**src/rtl/prog_loader.sv**
```systemverilog
// prog_loader: turns a framed byte stream into 18-bit program words and holds the CPU
// until the whole frame has been loaded with a matching XOR checksum.
module prog_loader #(
   parameter int ADDR_W = 16
) (
   input  logic              i_clock,
   input  logic              i_reset,
   input  logic              i_start,
   input  logic [7:0]        i_byte,
   input  logic              i_byteValid,
   output logic              o_byteReady,
   output logic [ADDR_W-1:0] o_wAddr,
   output logic [0:17]       o_wData,
   output logic              o_wEn,
   output logic              o_cpuHold,
   output logic              o_done,
   output logic              o_error,
   output logic [ADDR_W-1:0] o_count
);
   typedef enum logic [3:0] {IDLE, LEN_HI, LEN_LO, BYTE0, BYTE1, BYTE2, WRITE, CSUM, DONE, ERROR} state_t;
   state_t state, nxt;
   logic acc;
   logic [7:0] len_hi, csum, b1;
   logic [1:0] b0;
   logic [ADDR_W-1:0] addr, len;
   assign acc = i_byteValid && o_byteReady;
   always_comb begin
      nxt = state;
      case (state)
         IDLE, DONE, ERROR: nxt = i_start ? LEN_HI : state;
         LEN_HI: nxt = acc ? LEN_LO : state;
         LEN_LO: nxt = !acc ? state : ({len_hi, i_byte} == 16'd0) ? CSUM : BYTE0;
         BYTE0: nxt = !acc ? state : (i_byte[7:2] != 6'd0) ? ERROR : BYTE1;
         BYTE1: nxt = acc ? BYTE2 : state;
         BYTE2: nxt = acc ? WRITE : state;
         WRITE: nxt = (o_count + ADDR_W'(1) == len) ? CSUM : BYTE0;
         CSUM: nxt = !acc ? state : (i_byte == csum) ? DONE : ERROR;
         default: nxt = IDLE;
      endcase
   end
   // Outputs are registered from the next state so they line up with it.
   always_ff @(posedge i_clock) begin
      if (i_reset) begin
         state <= IDLE;
         o_byteReady <= 1'b0;
         o_wEn <= 1'b0;
         o_wAddr <= '0;
         o_wData <= '0;
         o_count <= '0;
         o_done <= 1'b0;
         o_error <= 1'b0;
         o_cpuHold <= 1'b1;
         addr <= '0;
         len <= '0;
         len_hi <= '0;
         csum <= '0;
         b0 <= '0;
         b1 <= '0;
      end else begin
         state <= nxt;
         o_byteReady <= nxt inside {LEN_HI, LEN_LO, BYTE0, BYTE1, BYTE2, CSUM};
         o_wEn <= nxt == WRITE;
         o_done <= nxt == DONE;
         o_error <= nxt == ERROR;
         o_cpuHold <= nxt != DONE;
         if (state inside {IDLE, DONE, ERROR} && i_start) begin
            addr <= '0;
            o_count <= '0;
            csum <= '0;
         end
         if (acc && state != CSUM) csum <= csum ^ i_byte;
         if (acc && state == LEN_HI) len_hi <= i_byte;
         if (acc && state == LEN_LO) len <= ADDR_W'({len_hi, i_byte});
         if (acc && state == BYTE0) b0 <= i_byte[1:0];
         if (acc && state == BYTE1) b1 <= i_byte;
         if (acc && state == BYTE2) begin
            o_wAddr <= addr;
            o_wData <= {b0, b1, i_byte};
         end
         if (state == WRITE) begin
            addr <= addr + ADDR_W'(1);
            o_count <= o_count + ADDR_W'(1);
         end
      end
   end
endmodule

```
**config.mk**
```make
export PLATFORM = sky130hd
export DESIGN_NAME = prog_loader
export DESIGN_NICKNAME = d
export VERILOG_FILES = /design/src/rtl/prog_loader.sv
export SDC_FILE = /design/constraint.sdc
export NUM_CORES = 1
export LEC_CHECK = 0
export BUFFER_PORTS_ARGS = -buffer_cell sky130_fd_sc_hd__buf_2
export CAP_MARGIN = 10
export CORE_MARGIN = 5
export CORE_UTILIZATION = 52
export DETAILED_ROUTE_END_ITERATION = 16
export HOLD_SLACK_MARGIN = 0.1
export PLACE_DENSITY = 0.88
export SETUP_SLACK_MARGIN = 0.02
export SLEW_MARGIN = 25
export SYNTH_ARGS = -nofsm -noshare
export SYNTH_HDL_FRONTEND = slang
export SYNTH_SLANG_ARGS = --single-unit
```
**constraint.sdc**
```tcl
create_clock -name i_clock -period 2 [get_ports i_clock]
set_clock_uncertainty 0.2 [all_clocks]
set_input_delay 0.1 -clock i_clock [delete_from_list [all_inputs] [get_ports i_clock]]
set_output_delay 0.1 -clock i_clock [all_outputs]
set_load 0.05 [all_outputs]
```
==> Word level (Yosys, flattened, before mapping) <==
Index checks and enable logic that the tools add are counted.
W data, S select, Z words.
{ "op_classes": {"n_addsub": 2, "muxes": 17, "n_eq_ne": 22, "reduce_logical": 16, "n_bitwise": 1} }
{ "ops": {"columns": ["op", "n"], "rows": [
  ["$mux W16", 3],
  ["$add A16 B1 Y16 const B", 2],
  ["$eq A4 B3 Y1 const B", 8],
  ["$mux W4", 8],
  ["$pmux W4 S8", 1],
  ["$eq A16 B16 Y1", 1],
  ["$eq A4 B2 Y1 const B", 4],
  ["$eq A4 B4 Y1 const B", 4],
  ["$logic_not A16 Y1", 1],
  ["$mux W8", 2],
  ["$reduce_bool A6 Y1", 2],
  ["$eq A4 B1 Y1 const B", 2],
  ["$eq A8 B8 Y1", 1],
  ["$logic_and A1 B1 Y1", 8],
  ["$xor A8 B8 Y8", 1],
  ["$mux W3", 2],
  ["$logic_not A4 Y1", 1],
  ["$ne A4 B3 Y1 const B", 1],
  ["$ne A4 B4 Y1 const B", 1],
  ["$reduce_bool A2 Y1", 2],
  ["$reduce_bool A3 Y1", 1],
  ["$reduce_or A3 Y1", 1],
  ["$mux W1", 1]
]} }
{ "totals": {"wordCells": 73, "inputBits": 12, "output_inout_bits": 55, "reg_bits": 117} }

==> Depth between registers and ports, before layout <==
{ "logic_depth": {"depth_word": 6, "mapped_depth": 7, "ltp_nobuf": 6} }

==> Worst setup path after synthesis <==
No wires, ideal clock.
{ "synth_path": {"path_kind": "flip-flop to flip-flop", "startpoint": "register o_count[0]", "endpoint": "register state[2]", "path_buffers": 0, "arrival_ns": 2.165, "synth_period_minus_slack_ns": 2.461, "path_stages_with_launch": 7, "required_ns": 1.704, "slack_ns": -0.461, "setup_time_ns": 0.096, "cell_sequence": "dfxtp_1 ha_1 and3_1 nand2_1 o41ai_1 nor2_1 o41ai_2"} }
{ "synth_via": {"elab_chain_cells": 4} }
{ "synth_lines": {"columns": ["item", "line", "text"], "rows": [
  ["start: declaration", "18", "output logic [ADDR_W-1:0] o_count"],
  ["start signal: assignment", "82", "o_count <= o_count + ADDR_W'(1);"],
  ["$add A16 B1 Y16", "36", "WRITE: nxt = (o_count + ADDR_W'(1) == len) ? CSUM : BYTE0;"],
  ["$eq A16 B16 Y1", "36", null],
  ["$mux W3", "36", null],
  ["$pmux W4 S8", "29", "case (state)"],
  ["end signal: assignment", "60", "state <= nxt;"],
  ["end: declaration", "21", "state_t state, nxt;"]
]} }
Every way passes these cells.
A chain may end at the register's enable or synchronous reset.

==> Worst setup path after layout <==
{ "layout_path": {"startpoint": "register state[2]", "endpoint": "register o_count[15]"} }
{ "layout_via": {"elab_chain_cells": 4, "elab_cells_between_ends": 8, "cone_classes": "eq/ne (3); mux (1); reduce/logical (4)"} }
{ "layout_lines": {"columns": ["item", "line", "text"], "rows": [
  ["$eq A4 B4 Y1 / $logic_not A4 Y1 (equally long branches)", "66", "if (state inside {IDLE, DONE, ERROR} && i_start) begin"],
  ["$reduce_bool A3 Y1", "66", null],
  ["$logic_and A1 B1 Y1", "66", null],
  ["$reduce_bool A2 Y1 (no source line)", null, null]
]} }
Several ways; a longest one is shown, not always the timed one.

==> results <==
- In the routed layout, each cell is associated on average with a via count of 5.92.
- The delay of the slowest cell on the worst path is 440 ps.
- The post-route minimum period is 2060 ps.
- The post-placement cell count is 836.
- STA classifies the critical path endpoint as a flip-flop.
- The net count after synthesis is 659.
- Setup repair after global routing could not meet its margin everywhere.
- The total overflow reported by the global router is 0.
- The initial antenna violation count came to 0.
- The class of the tightest hold or removal check is flip-flop to flip-flop.
- The worst-case IR drop observed on VDD is 730 uV.
- The area enclosed by the die boundary is 12,600 sq um.
- Global routing used 40.4% of the available met2 tracks.
- In this run the vertical extent of the chip is 112 microns.
- For this run, the post-layout net count is 746.
- The fraction of synthesized cell area taken by the top area cell type is 43.2%.
- Across every metal layer, demand over resource in global routing totals 24.3%.
- For this run, asynchronously set or reset flops after synthesis account for 0%.
- The tool flagged a number of max-cap violations equal to 0.
- The layer flagged by global routing as most heavily used is met2.
- Setup violations remaining at the end of the flow were counted as 4.
- The area of the core region is 10,200 sq um.
- The worst path uses 103% of the clock period.
- Data on the critical path is required at its endpoint by 2220 ps.
- The total length of routed wires is 15.5 mm.
- The maximum achievable frequency is 485 MHz.
- The final non-filler cell total is 880.
- The count of standard-cell rows is 37.
- Dividing the detail-routed wire length by the instance count gives 17.6 microns.
- The number of antenna repair diodes is 0.
- For the pin with the worst max-slew slack, the measured transition is 501 ps.
- The cell accounting for the most synthesized area is sky130_fd_sc_hd__dfxtp_1.
- After routing the design area is 6860 sq um.
- The utilization after layout is 67.0%.
- The clock input transition at the sequential cells of the worst setup and hold paths is 60 ps.
- The number of buffers created by CTS is 17.
- The routed via count is 5,209.
- The layout has 753 filler cells.
- The H-tree was split into 4 levels.
- Global routing consumed, on the met3 layer, 6.31% of the routing resources.
- Setup slack on the critical path of the routed design comes to -60.1 ps.
- The post-detailed-route DRC marker count is 0.
- The count of endpoints failing hold in the final timing report came to 0.
- The post-detailed-route count of antenna-violating nets is 0.
- The weighted congestion at the end of routability-driven global placement is 0.906.
- The effective utilization at floorplan is 53.0%.
- A synthesized cell averages 8.40 sq um.
- Data on the critical path arrives at its endpoint at 2280 ps.
- The count of input and output buffers is 66.
- The distinct cell type count after synthesis is 59.
- Summed over all failing endpoints, the final setup total negative slack is -145 ps.
- Yosys mapped a number of flops with a built-in enable equal to 0.
- The first detailed-routing pass ran for 7 iterations.
- The setup path with the least slack is of type flip-flop to flip-flop.
- Global routing used 29.5% of the available met1 tracks.
- The wire-length estimate of the detail-placed layout is 9.62 mm.
- The clock tree root buffer cell is sky130_fd_sc_hd__clkbuf_8.
- The count of final max-slew check failures came to 0.
- The largest buffer count on any clock path is 2.
- The iteration-0 DRC count of the detailed router is 406.
- Ranked by total cell area, the synthesized netlist is headed by sky130_fd_sc_hd__dfxtp_1 (43%), sky130_fd_sc_hd__mux2i_1 (6.7%), sky130_fd_sc_hd__nand2_1 (6.2%).
- TritonCTS built the clock tree.
- The total leakage power is 2.90 nW.
- The power density over the cells is 833 nW/um^2.
- Entering global routing, the biggest net connects 117 pins.
- The share of cells above drive strength 1 is 24.5%.
- The worst-skew pair later-pin latency is 520 ps.
- The number of global-route vias before repair is 5,169.
- The slowest cell on the critical path is sky130_fd_sc_hd__dfxtp_1.
- Among all flip-flop cells after synthesis, the most frequent one is sky130_fd_sc_hd__dfxtp_1.
- The final reports fail on setup timing.
- The share of the Yosys chip area taken by registers is 43.2%.
- The area added between synthesis and finish is 26.5%.
- The die outline width is 112 microns.
- The flow ran to the end, but the final reports show violations.
- Synthesis handed over a netlist of 645 instances.
- The number of warning messages in the yosys log is 0.
- The global-route wire length before repair is 25.2 mm.
- The signal on the critical path passes through nand2b_1, nor3b_4, buf_6, and3_1, a31oi_1, a311oi_1.
- The worst setup path is launched from a flip-flop.
- The post-synthesis cell area is 5420 sq um.
- Synthesis inferred 117 register bits.
- Measured against its own limit, the worst slew margin works out to 66.6%.
- The maximum fanout count along the critical path is 10.
- The tree built by TritonCTS fans out to 117 sinks.
- In this run the count of I/O pins placed on the die edge is 67.
- In this run the cell area measured after placement is 6060 sq um.
[stage by stage]
step / hold WS, ps / power, mW / setup WS, ps
finish: 251 / 5.71 / -60.1
global route: 277 / 5.89 / -109
CTS: 254 / 5.71 / -63.1
detailed placement: 246 / 2.68 / -58.2
global placement: 234 / 2.67 / -31.3
floorplan: 206 / 2.59 / -22.4
[cell type report]
| type | instances | area [sq um] | area share [%] |
|---|---|---|---|
| clock buffer | 17 | 414 | 6.04 |
| clock inverter | 14 | 178 | 2.59 |
| sequential | 117 | 2380 | 34.7 |
| timing repair buffer | 114 | 766 | 11.2 |
| inverter | 4 | 15.0 | 0.219 |
| multi-input combinational | 478 | 2930 | 42.8 |
| tap | 136 | 170 | 2.48 |
[cell usage in the layout, fill, tap and decap left out, drive strengths merged, types with 11 or more instances in the layout]
cell type and instances:
dfxtp 117, buf 103, nand2 90, nor2 81, a21oi 65, mux2i 36, xor2 24, o21ai 24
nand3 20, clkbuf 17, nand3b 14, nor3 11, dlygate4sd3 11
[cell usage after synthesis (all sizes together), types with 2 or more instances]
master	number
dfxtp	117
nand2	90
nor2	81
a21oi	65
mux2i	36
clkbuf	28
o21ai	24
xor2	24
nand3	20
buf	18
nand3b	14
nor3	11
nand4	10
xnor2	10
a31oi	8
and3	8
a311oi	7
nand2b	7
nor4	7
or3	7
nor2b	5
a211oi	4
and2	4
inv	4
mux2	4
and4	3
o41ai	3
ha	2
nand4b	2
nor3b	2
o211ai	2
o221ai	2
[registers in the layout, summed over array words and instances, names as in the netlist, 2 cells and up]
register	count
o_wData	18
addr	16
len	16
o_count	16
o_wAddr	16
b1	8
csum	8
len_hi	8
state	4
b0	2
[path summary, 6_finish.rpt]
kind         slack [ps]                  endpoint                      from  cells after the start
min reg2reg         250  o_wAddr[12]$_SDFFE_PP0P_  o_wAddr[12]$_SDFFE_PP0P_                      2
max                 -60  o_count[15]$_SDFFE_PP0P_       state[2]$_SDFF_PP0_                      6
min                 250  o_wAddr[12]$_SDFFE_PP0P_  o_wAddr[12]$_SDFFE_PP0P_                      2
max reg2reg         -60  o_count[15]$_SDFFE_PP0P_       state[2]$_SDFF_PP0_                      6
[power by group]
group          internal [mW]  switching [mW]
logic                  0.112           0.201
clock network           1.90            1.14
registers               2.34          0.0160
total                   4.36            1.36
[cells by family after synthesis]
family	count (synthesis)	share of synthesized area [%]
simple gates	278	25.4
compound gates	124	13.6
flops	117	43.2
buf+inv	50	4.11
mux	40	7.48
xor+xnor	34	5.64
fa+ha+maj	2	0.462
[timing repair]
| action | CTS | global route |
|---|---|---|
| pin swaps | 3 | 3 |
| hold endpoints to repair | 117 | 0 |
| gates resized for setup | 2 | 21 |
| buffers inserted | 2 | 0 |
| setup endpoints to repair | 3 | 29 |
| hold buffers | 11 | 0 |
[per-layer routing]
layer	vias up	part of all wire [%]
li1	2427	-
met1	2467	40
met2	268	50
met3	47	7.1
met4	0	3.5
met5	-	0
[critical path: cells and delay by family (launching register included)]
kind | cells | cell delay, ps
compound gates | 2 | 340
simple gates | 3 | 790
flops | 1 | 440
buf+inv | 1 | 200
Note: power is estimated with default switching activity, not from simulation.
